$ cat src/rtl/regfile_sequencer.sv
// Register-file initiator: fetches operands, runs a small ALU, retires results.
// Optional: define REGFILE_SEQ_SHIFT_EN to shift the B operand on load by IR[4:3].
module regfile_sequencer #(
  parameter int DW = 16,
  parameter int RW = 3
) (
  input  logic          clk,
  input  logic          reset,
  input  logic          s,
  input  logic [15:0]   in,
  input  logic [DW-1:0] rf_rdata,
  output logic [RW-1:0] readnum,
  output logic [RW-1:0] writenum,
  output logic          write,
  output logic [DW-1:0] data_in,
  output logic          w,
  output logic          Z,
  output logic          N,
  output logic          V
);

  typedef enum logic [2:0] {
    WAIT, DECODE, GET_A, GET_B, EXEC, WRITE_REG, WRITE_IMM
  } state_t;

  localparam logic [2:0] OPC_MOV = 3'b110;
  localparam logic [2:0] OPC_ALU = 3'b101;
  localparam logic [1:0] OP_ADD  = 2'b00;
  localparam logic [1:0] OP_CMP  = 2'b01;
  localparam logic [1:0] OP_AND  = 2'b10;

  state_t               state_q, state_d;
  logic [15:0]          ir_q, ir_d;
  logic signed [DW-1:0] a_q, a_d;
  logic signed [DW-1:0] b_q, b_d;
  logic signed [DW-1:0] c_q, c_d;
  logic                 z_q, z_d, n_q, n_d, v_q, v_d;
  logic [RW-1:0]        readnum_q, readnum_d;
  logic [RW-1:0]        writenum_q, writenum_d;
  logic [DW-1:0]        data_in_q, data_in_d;

  logic [2:0]           opcode, rn, rd, rm;
  logic [1:0]           op, sh;
  logic signed [DW-1:0] imm_sext;
  logic signed [DW-1:0] b_load;
  logic signed [DW-1:0] alu_res;
  logic                 is_mov;

  function automatic logic signed [DW-1:0] alu(input logic mov,
                                               input logic [1:0] f,
                                               input logic signed [DW-1:0] a,
                                               input logic signed [DW-1:0] b);
    if (mov) return b;
    case (f)
      OP_ADD:  return a + b;
      OP_CMP:  return a - b;
      OP_AND:  return a & b;
      default: return ~b;
    endcase
  endfunction

  function automatic logic sub_ovf(input logic signed [DW-1:0] a,
                                   input logic signed [DW-1:0] b,
                                   input logic signed [DW-1:0] d);
    return (a[DW-1] != b[DW-1]) && (d[DW-1] != a[DW-1]);
  endfunction

`ifdef REGFILE_SEQ_SHIFT_EN
  function automatic logic signed [DW-1:0] shift_b(input logic signed [DW-1:0] d,
                                                   input logic [1:0] mode);
    case (mode)
      2'b01:   return d <<< 1;
      2'b10:   return $signed($unsigned(d) >> 1);
      2'b11:   return d >>> 1;
      default: return d;
    endcase
  endfunction
`endif

  assign opcode   = ir_q[15:13];
  assign op       = ir_q[12:11];
  assign rn       = ir_q[10:8];
  assign rd       = ir_q[7:5];
  assign sh       = ir_q[4:3];
  assign rm       = ir_q[2:0];
  assign imm_sext = {{(DW-8){ir_q[7]}}, ir_q[7:0]};
  assign is_mov   = (opcode == OPC_MOV);

`ifdef REGFILE_SEQ_SHIFT_EN
  assign b_load = shift_b($signed(rf_rdata), sh);
`else
  assign b_load = $signed(rf_rdata);
`endif

  assign alu_res = alu(is_mov, op, a_q, b_q);

  always_ff @(posedge clk) begin
    if (reset) begin
      state_q    <= WAIT;
      ir_q       <= '0;
      a_q        <= '0;
      b_q        <= '0;
      c_q        <= '0;
      z_q        <= 1'b0;
      n_q        <= 1'b0;
      v_q        <= 1'b0;
      readnum_q  <= '0;
      writenum_q <= '0;
      data_in_q  <= '0;
    end else begin
      state_q    <= state_d;
      ir_q       <= ir_d;
      a_q        <= a_d;
      b_q        <= b_d;
      c_q        <= c_d;
      z_q        <= z_d;
      n_q        <= n_d;
      v_q        <= v_d;
      readnum_q  <= readnum_d;
      writenum_q <= writenum_d;
      data_in_q  <= data_in_d;
    end
  end

  // Select/data registers are loaded on entry to a state so they are stable throughout it.
  always_comb begin
    state_d    = state_q;
    ir_d       = ir_q;
    a_d        = a_q;
    b_d        = b_q;
    c_d        = c_q;
    z_d        = z_q;
    n_d        = n_q;
    v_d        = v_q;
    readnum_d  = readnum_q;
    writenum_d = writenum_q;
    data_in_d  = data_in_q;
    case (state_q)
      WAIT: begin
        if (s) begin
          ir_d    = in;
          state_d = DECODE;
        end
      end
      DECODE: begin
        if (opcode == OPC_MOV && op == 2'b10) begin
          writenum_d = RW'(rn);
          data_in_d  = $unsigned(imm_sext);
          state_d    = WRITE_IMM;
        end else if (opcode == OPC_MOV && op == 2'b00) begin
          readnum_d = RW'(rm);
          state_d   = GET_B;
        end else if (opcode == OPC_ALU) begin
          readnum_d = RW'(rn);
          state_d   = GET_A;
        end else begin
          state_d = WAIT;
        end
      end
      GET_A: begin
        a_d       = $signed(rf_rdata);
        readnum_d = RW'(rm);
        state_d   = GET_B;
      end
      GET_B: begin
        b_d = b_load;
        if (is_mov) a_d = '0;
        state_d = EXEC;
      end
      EXEC: begin
        c_d = alu_res;
        if (!is_mov && op == OP_CMP) begin
          z_d     = (alu_res == '0);
          n_d     = alu_res[DW-1];
          v_d     = sub_ovf(a_q, b_q, alu_res);
          state_d = WAIT;
        end else begin
          writenum_d = RW'(rd);
          data_in_d  = $unsigned(alu_res);
          state_d    = WRITE_REG;
        end
      end
      WRITE_REG: state_d = WAIT;
      WRITE_IMM: state_d = WAIT;
      default:   state_d = WAIT;
    endcase
  end

  // A write in flight is suppressed combinationally while reset is held.
  assign write    = ((state_q == WRITE_REG) || (state_q == WRITE_IMM)) && !reset;
  assign w        = (state_q == WAIT);
  assign readnum  = readnum_q;
  assign writenum = writenum_q;
  assign data_in  = data_in_q;
  assign Z        = z_q;
  assign N        = n_q;
  assign V        = v_q;

endmodule

$ cat config.mk
export PLATFORM = sky130hd
export DESIGN_NAME = regfile_sequencer
export DESIGN_NICKNAME = d
export VERILOG_FILES = /design/src/rtl/regfile_sequencer.sv
export SDC_FILE = /design/constraint.sdc
export NUM_CORES = 1
export LEC_CHECK = 0
export ABC_CLOCK_PERIOD_IN_PS = 5190
export CAP_MARGIN = 20
export CORE_AREA = 2 2 121 135
export CTS_BUF_LIST = sky130_fd_sc_hd__clkbuf_16
export DETAILED_ROUTE_END_ITERATION = 8
export DIE_AREA = 0 0 123 137
export GPL_ROUTABILITY_DRIVEN = 0
export GPL_TIMING_DRIVEN = 1
export PLACE_DENSITY = 0.57
export SYNTH_ARGS = -nofsm -noshare
export SYNTH_HDL_FRONTEND = slang
export SYNTH_SLANG_ARGS = --single-unit
$ cat constraint.sdc
create_clock -name clk -period 5.19 [get_ports clk]
set_input_delay 0.519 -clock clk [delete_from_list [all_inputs] [get_ports clk]]
set_output_delay 0.519 -clock clk [all_outputs]
set_load 0.01 [all_outputs]
# Word level (Yosys, flattened, before mapping)
# Cells that the tools add are included.
# classes
n_addsub	2
eq_ne	18
muxes	22
bitwise	2
reduce_logical	19
# ops
op	count
16-bit 2-to-1 mux	5
16-bit one-hot mux with 2 select lines	2
16-bit one-hot mux with 3 select lines	1
3-bit 2-to-1 mux	8
16-bit adder	1
16-bit AND	1
16-bit logical NOT	1
16-bit inverter	1
16-bit subtractor	1
3-bit == test (second input constant)	5
3-bit one-hot mux with 5 select lines	1
3-bit one-hot mux with 2 select lines	2
2-bit inequality test (second input constant)	5
3-bit by 2-bit == test with 1-bit output (second input constant)	2
2-bit AND reduction	3
3-bit AND reduction	2
2-bit nonzero test	3
1-bit logical AND	5
2-bit 2-to-1 mux	2
3-bit by 1-bit == test with 1-bit output (second input constant)	1
3-bit logical NOT	1
3-bit inequality test (second input constant)	1
2-bit by 1-bit == test with 1-bit output (second input constant)	1
2-bit == test (second input constant)	1
5 further kinds	7
# totals
reg_bits	76
input_bits	35
output_inout_bits	27
word_cells	73

# Longest topological paths before layout
# logic_depth
word_depth	5
depth_mapped	17
depth_no_buf	15

# Worst setup path after synthesis
# OpenSTA, ideal clock, no wires.
# synth_path
path_type	register to register
from	register ir_q[11]
to	register z_q, in the netlist Z
setup_time_ns	0.069
arrival_ns	3.621
path_slack_ns	1.500
path_stages_with_launch	18
n_path_buf	3
synth_period_minus_slack_ns	3.690
path_cell_list	dfxtp_1 -> clkbuf_1 -> clkbuf_1 -> nor2b_1 -> clkbuf_1 -> a31oi_1 -> a21oi_1 -> o21ai_0 -> xnor2_1 -> ha_1 -> a21o_1 -> a31oi_1 -> nand2_1 -> and3b_1 -> o31a_1 -> nand4_1 -> or4_1 -> o21ai_1
# synth_via
elab_chain_cells	4
# synth_lines
item	line	rtl
start: declaration	33	logic [15:0] ir_q, ir_d;
start signal: assignment	112	ir_q <= ir_d;
2-bit == test (tied with other cells)	54	case (f)
16-bit one-hot mux with 3 select lines	54	
16-bit 2-to-1 mux	54	
16-bit logical NOT	173	z_d = (alu_res == '0);
end signal: assignment	116	z_q <= z_d;
end: declaration	37	logic z_q, z_d, n_q, n_d, v_q, v_d;
# Parallel ways exist; a longest one is shown, timed or not.
# A chain may end at the register's enable or synchronous reset.

# Final worst setup path
# Ends and elaborated chain as after synthesis.

==> impl_metrics.env <==
export IMPL_drv_cap=0
export IMPL_fin_crit_ps=3890
export IMPL_hold_viol=0
export IMPL_synth_fp_nets=710
export IMPL_ios=62
export IMPL_cts_setup_buffers=0
export IMPL_synthCells=656
export IMPL_hold_class="register to register"
export IMPL_grt_ovfl_total=0
export IMPL_layout_nets=738
export IMPL_start_util_pct=31.3
export IMPL_critPathKind="register to register"
export IMPL_finalSetupTns_ps=0
export IMPL_critical_path_required_ps=5460
export IMPL_hpwl_um=10900
export IMPL_max_freq_ghz=0.257
export IMPL_r2r_start="ir_q[11]"
export IMPL_postCtsHoldBufs=0
export IMPL_p_leak_uw=0.00206
export IMPL_holdPathStages=2
export IMPL_final_cell_mix="114 x nand2_1, 76 x dfxtp_1, 76 x nor2_1"
export IMPL_die_y_um=137
export IMPL_rrSetupSlack_ps=1300
export IMPL_clockBufferDepth=2
export IMPL_drc=0
export IMPL_hp_start="data_in[12]"
export IMPL_clock_skew_ps=6.69
export IMPL_power_per_cell_area_nw_per_um2=228
export IMPL_area_growth_pct=19.1
export IMPL_syn_area_per_cell_um2=7.39
export IMPL_finalSetupViolations=0
export IMPL_io_buffers=61
export IMPL_wl_um=14400
export IMPL_grt_setup_unrepaired="no"
export IMPL_tightest_slew_ps=881
export IMPL_htreeDepth=3
export IMPL_whs_ps=456
export IMPL_synth_edff_count=0
export IMPL_core_area_um2=15500
export IMPL_ys_flop_type="dfxtp_1"
export IMPL_drive_above_1_share_pct=5.22
export IMPL_synthDistinctLibCells=67
export IMPL_outcome="finished, final reports clean"
export IMPL_grt_max_degree=41
export IMPL_clockRootBuffer="clkbuf_16"
export IMPL_critPathArrivalTime_ps=4160
export IMPL_antenna_found_initial=0
export IMPL_crit_path_start_kind="register"
export IMPL_via_per_inst=5.44
export IMPL_synth_warning_count=0
export IMPL_period_share_pct=74.9
export IMPL_grt_pass1_wl_um=23400
export IMPL_antenna_cells=0
export IMPL_placed_cell_area_um2=5510
export IMPL_ys_async_sr_fraction_pct=0
export IMPL_reg2reg_to="Z"
export IMPL_final_common_cell="nand2_1"
export IMPL_max_slew_margin_pct=41.3
export IMPL_dr_pass1_iters=5
export IMPL_cts_tree="yes"
export IMPL_path_max_fanout=17
export IMPL_end_kind="register"
export IMPL_fin_ws_ps=1300
export IMPL_cts_sinks=76
export IMPL_cts_resized=0
export IMPL_fillers=1625
export IMPL_dieArea_um2=16900
export IMPL_irDropWorstVdd_uv=161
export IMPL_via_count=4835
export IMPL_fp_row_count=48
export IMPL_ant_nets=0
export IMPL_r2r_cells=13
export IMPL_drtIter0Drc=365
export IMPL_place_ws_ps=1350
export IMPL_final_cell_area_um2=5780
export IMPL_first_global_vias=4630
export IMPL_ys_seq_area_share_pct=31.4
export IMPL_clock_latency_ps=340
export IMPL_wl_per_cell_um=16.2
export IMPL_synth_area_um2=4850
export IMPL_maxSlewViolCount=0
export IMPL_grt_use_total_pct=17.7
export IMPL_cts_buffers=9
export IMPL_path_clk_slew_ps=60
export IMPL_final_util_pct=37.3
export IMPL_ys_ff_latch=76
export IMPL_die_x_um=123
export IMPL_worstHoldEndpoint="data_in[12]"
==> stage by stage <==
step / std cells / total power [uW]
CTS: 889 / 1330
global placement: 873 / 749
finish: 889 / 1320
detailed placement: 873 / 752
global route: 889 / 1370
floorplan: 656 / 701
==> power by group <==
part           internal [uW]  total, uW  switching, uW  leakage (uW)
Clock                    322        576            254      0.000134
Combinational           59.9        135           75.3       0.00131
Sequential               592        605           12.2      0.000615
==> state kept, by name, summed over array words and instances, names as in the netlist <==
name	flops
Z	1
writenum	3
data_in	16
ir_q	16
readnum	3
b_q	16
state_q	3
V	1
N	1
a_q	16
==> critical path, cell delays in order, from the launching register on <==
cell and delay (ps):
dfxtp_1 600, nor2b_1 510, a31oi_1 150, nand2b_1 190, xnor2_1 130, ha_1 360
a21oi_1 380, nor2_1 100, a21oi_1 190, a31oi_1 140, nor3_1 220, o31ai_1 140
or4_1 550, o21ai_1 140
==> Yosys cell counts (all sizes together) (3+ instances only) <==
| master | count | area [um^2] |
|---|---|---|
| o31ai | 5 | 37.5 |
| nand4 | 4 | 25.0 |
| o21ai | 29 | 149 |
| ha | 18 | 225 |
| xor2 | 6 | 52.6 |
| dfxtp | 76 | 1520 |
| nand2 | 115 | 439 |
| buf | 9 | 77.6 |
| a221oi | 3 | 26.3 |
| o311ai | 3 | 26.3 |
| nor3b | 6 | 50.1 |
| nor3 | 13 | 65.1 |
| nand2b | 16 | 100 |
| a211oi | 8 | 60.1 |
| nor2b | 4 | 25.0 |
| o22ai | 5 | 31.3 |
| nand3b | 12 | 90.1 |
| nand3 | 10 | 50.1 |
| a31oi | 5 | 31.3 |
| a311oi | 5 | 43.8 |
| o21a | 5 | 37.5 |
| mux2i | 10 | 100 |
| a21o | 3 | 22.5 |
| and2 | 3 | 18.8 |
| nor2 | 77 | 292 |
| a22oi | 23 | 173 |
| a21oi | 77 | 397 |
| xnor2 | 11 | 96.3 |
| inv | 7 | 26.3 |
| and3b | 4 | 36.3 |
| or3 | 6 | 37.5 |
| clkbuf | 41 | 165 |
| nor4 | 3 | 18.8 |
| o211ai | 8 | 65.1 |
| nand4b | 4 | 35.0 |
==> layer usage <==
| layer | up-vias | wire [um] | GRT usage (%) |
|---|---|---|---|
| li1 | 2386 | - | - |
| met4 | 0 | 442 | 7.89 |
| met5 | - | 0 | 0 |
| met3 | 26 | 570 | 3.08 |
| met1 | 2302 | 6500 | 21.9 |
| met2 | 121 | 6860 | 29.7 |
==> worst max-delay path by stage <==
stage                     startpoint  endpoint  slack (ps)  cells after the start
after floorplan             ir_q[11]         Z        1500                     17
after global placement      ir_q[11]         Z        1490                     13
after detailed placement    ir_q[11]         Z        1350                     13
after CTS                   ir_q[11]         Z        1340                     13
after global routing        ir_q[11]         V         870                     13
final                       ir_q[11]         Z        1300                     13
==> cell families after synthesis <==
kind of cell,Yosys count,synth area share (%)
compound gates,192,25.2
xor+xnor,17,3.07
fa+ha+maj,19,5.06
buf+inv,57,5.55
flops,76,31.4
mux,10,2.06
simple gates,285,27.7
==> cell type report <==
type | instances | area [um^2] | area share [%]
timing repair buffer | 67 | 651 | 11.3
sequential | 76 | 1520 | 26.3
tap | 200 | 250 | 4.33
multi-input combinational | 523 | 3060 | 53.0
clock inverter | 7 | 45.0 | 0.779
inverter | 7 | 26.3 | 0.455
clock buffer | 9 | 225 | 3.90
Power figures use the tool's default switching activity.
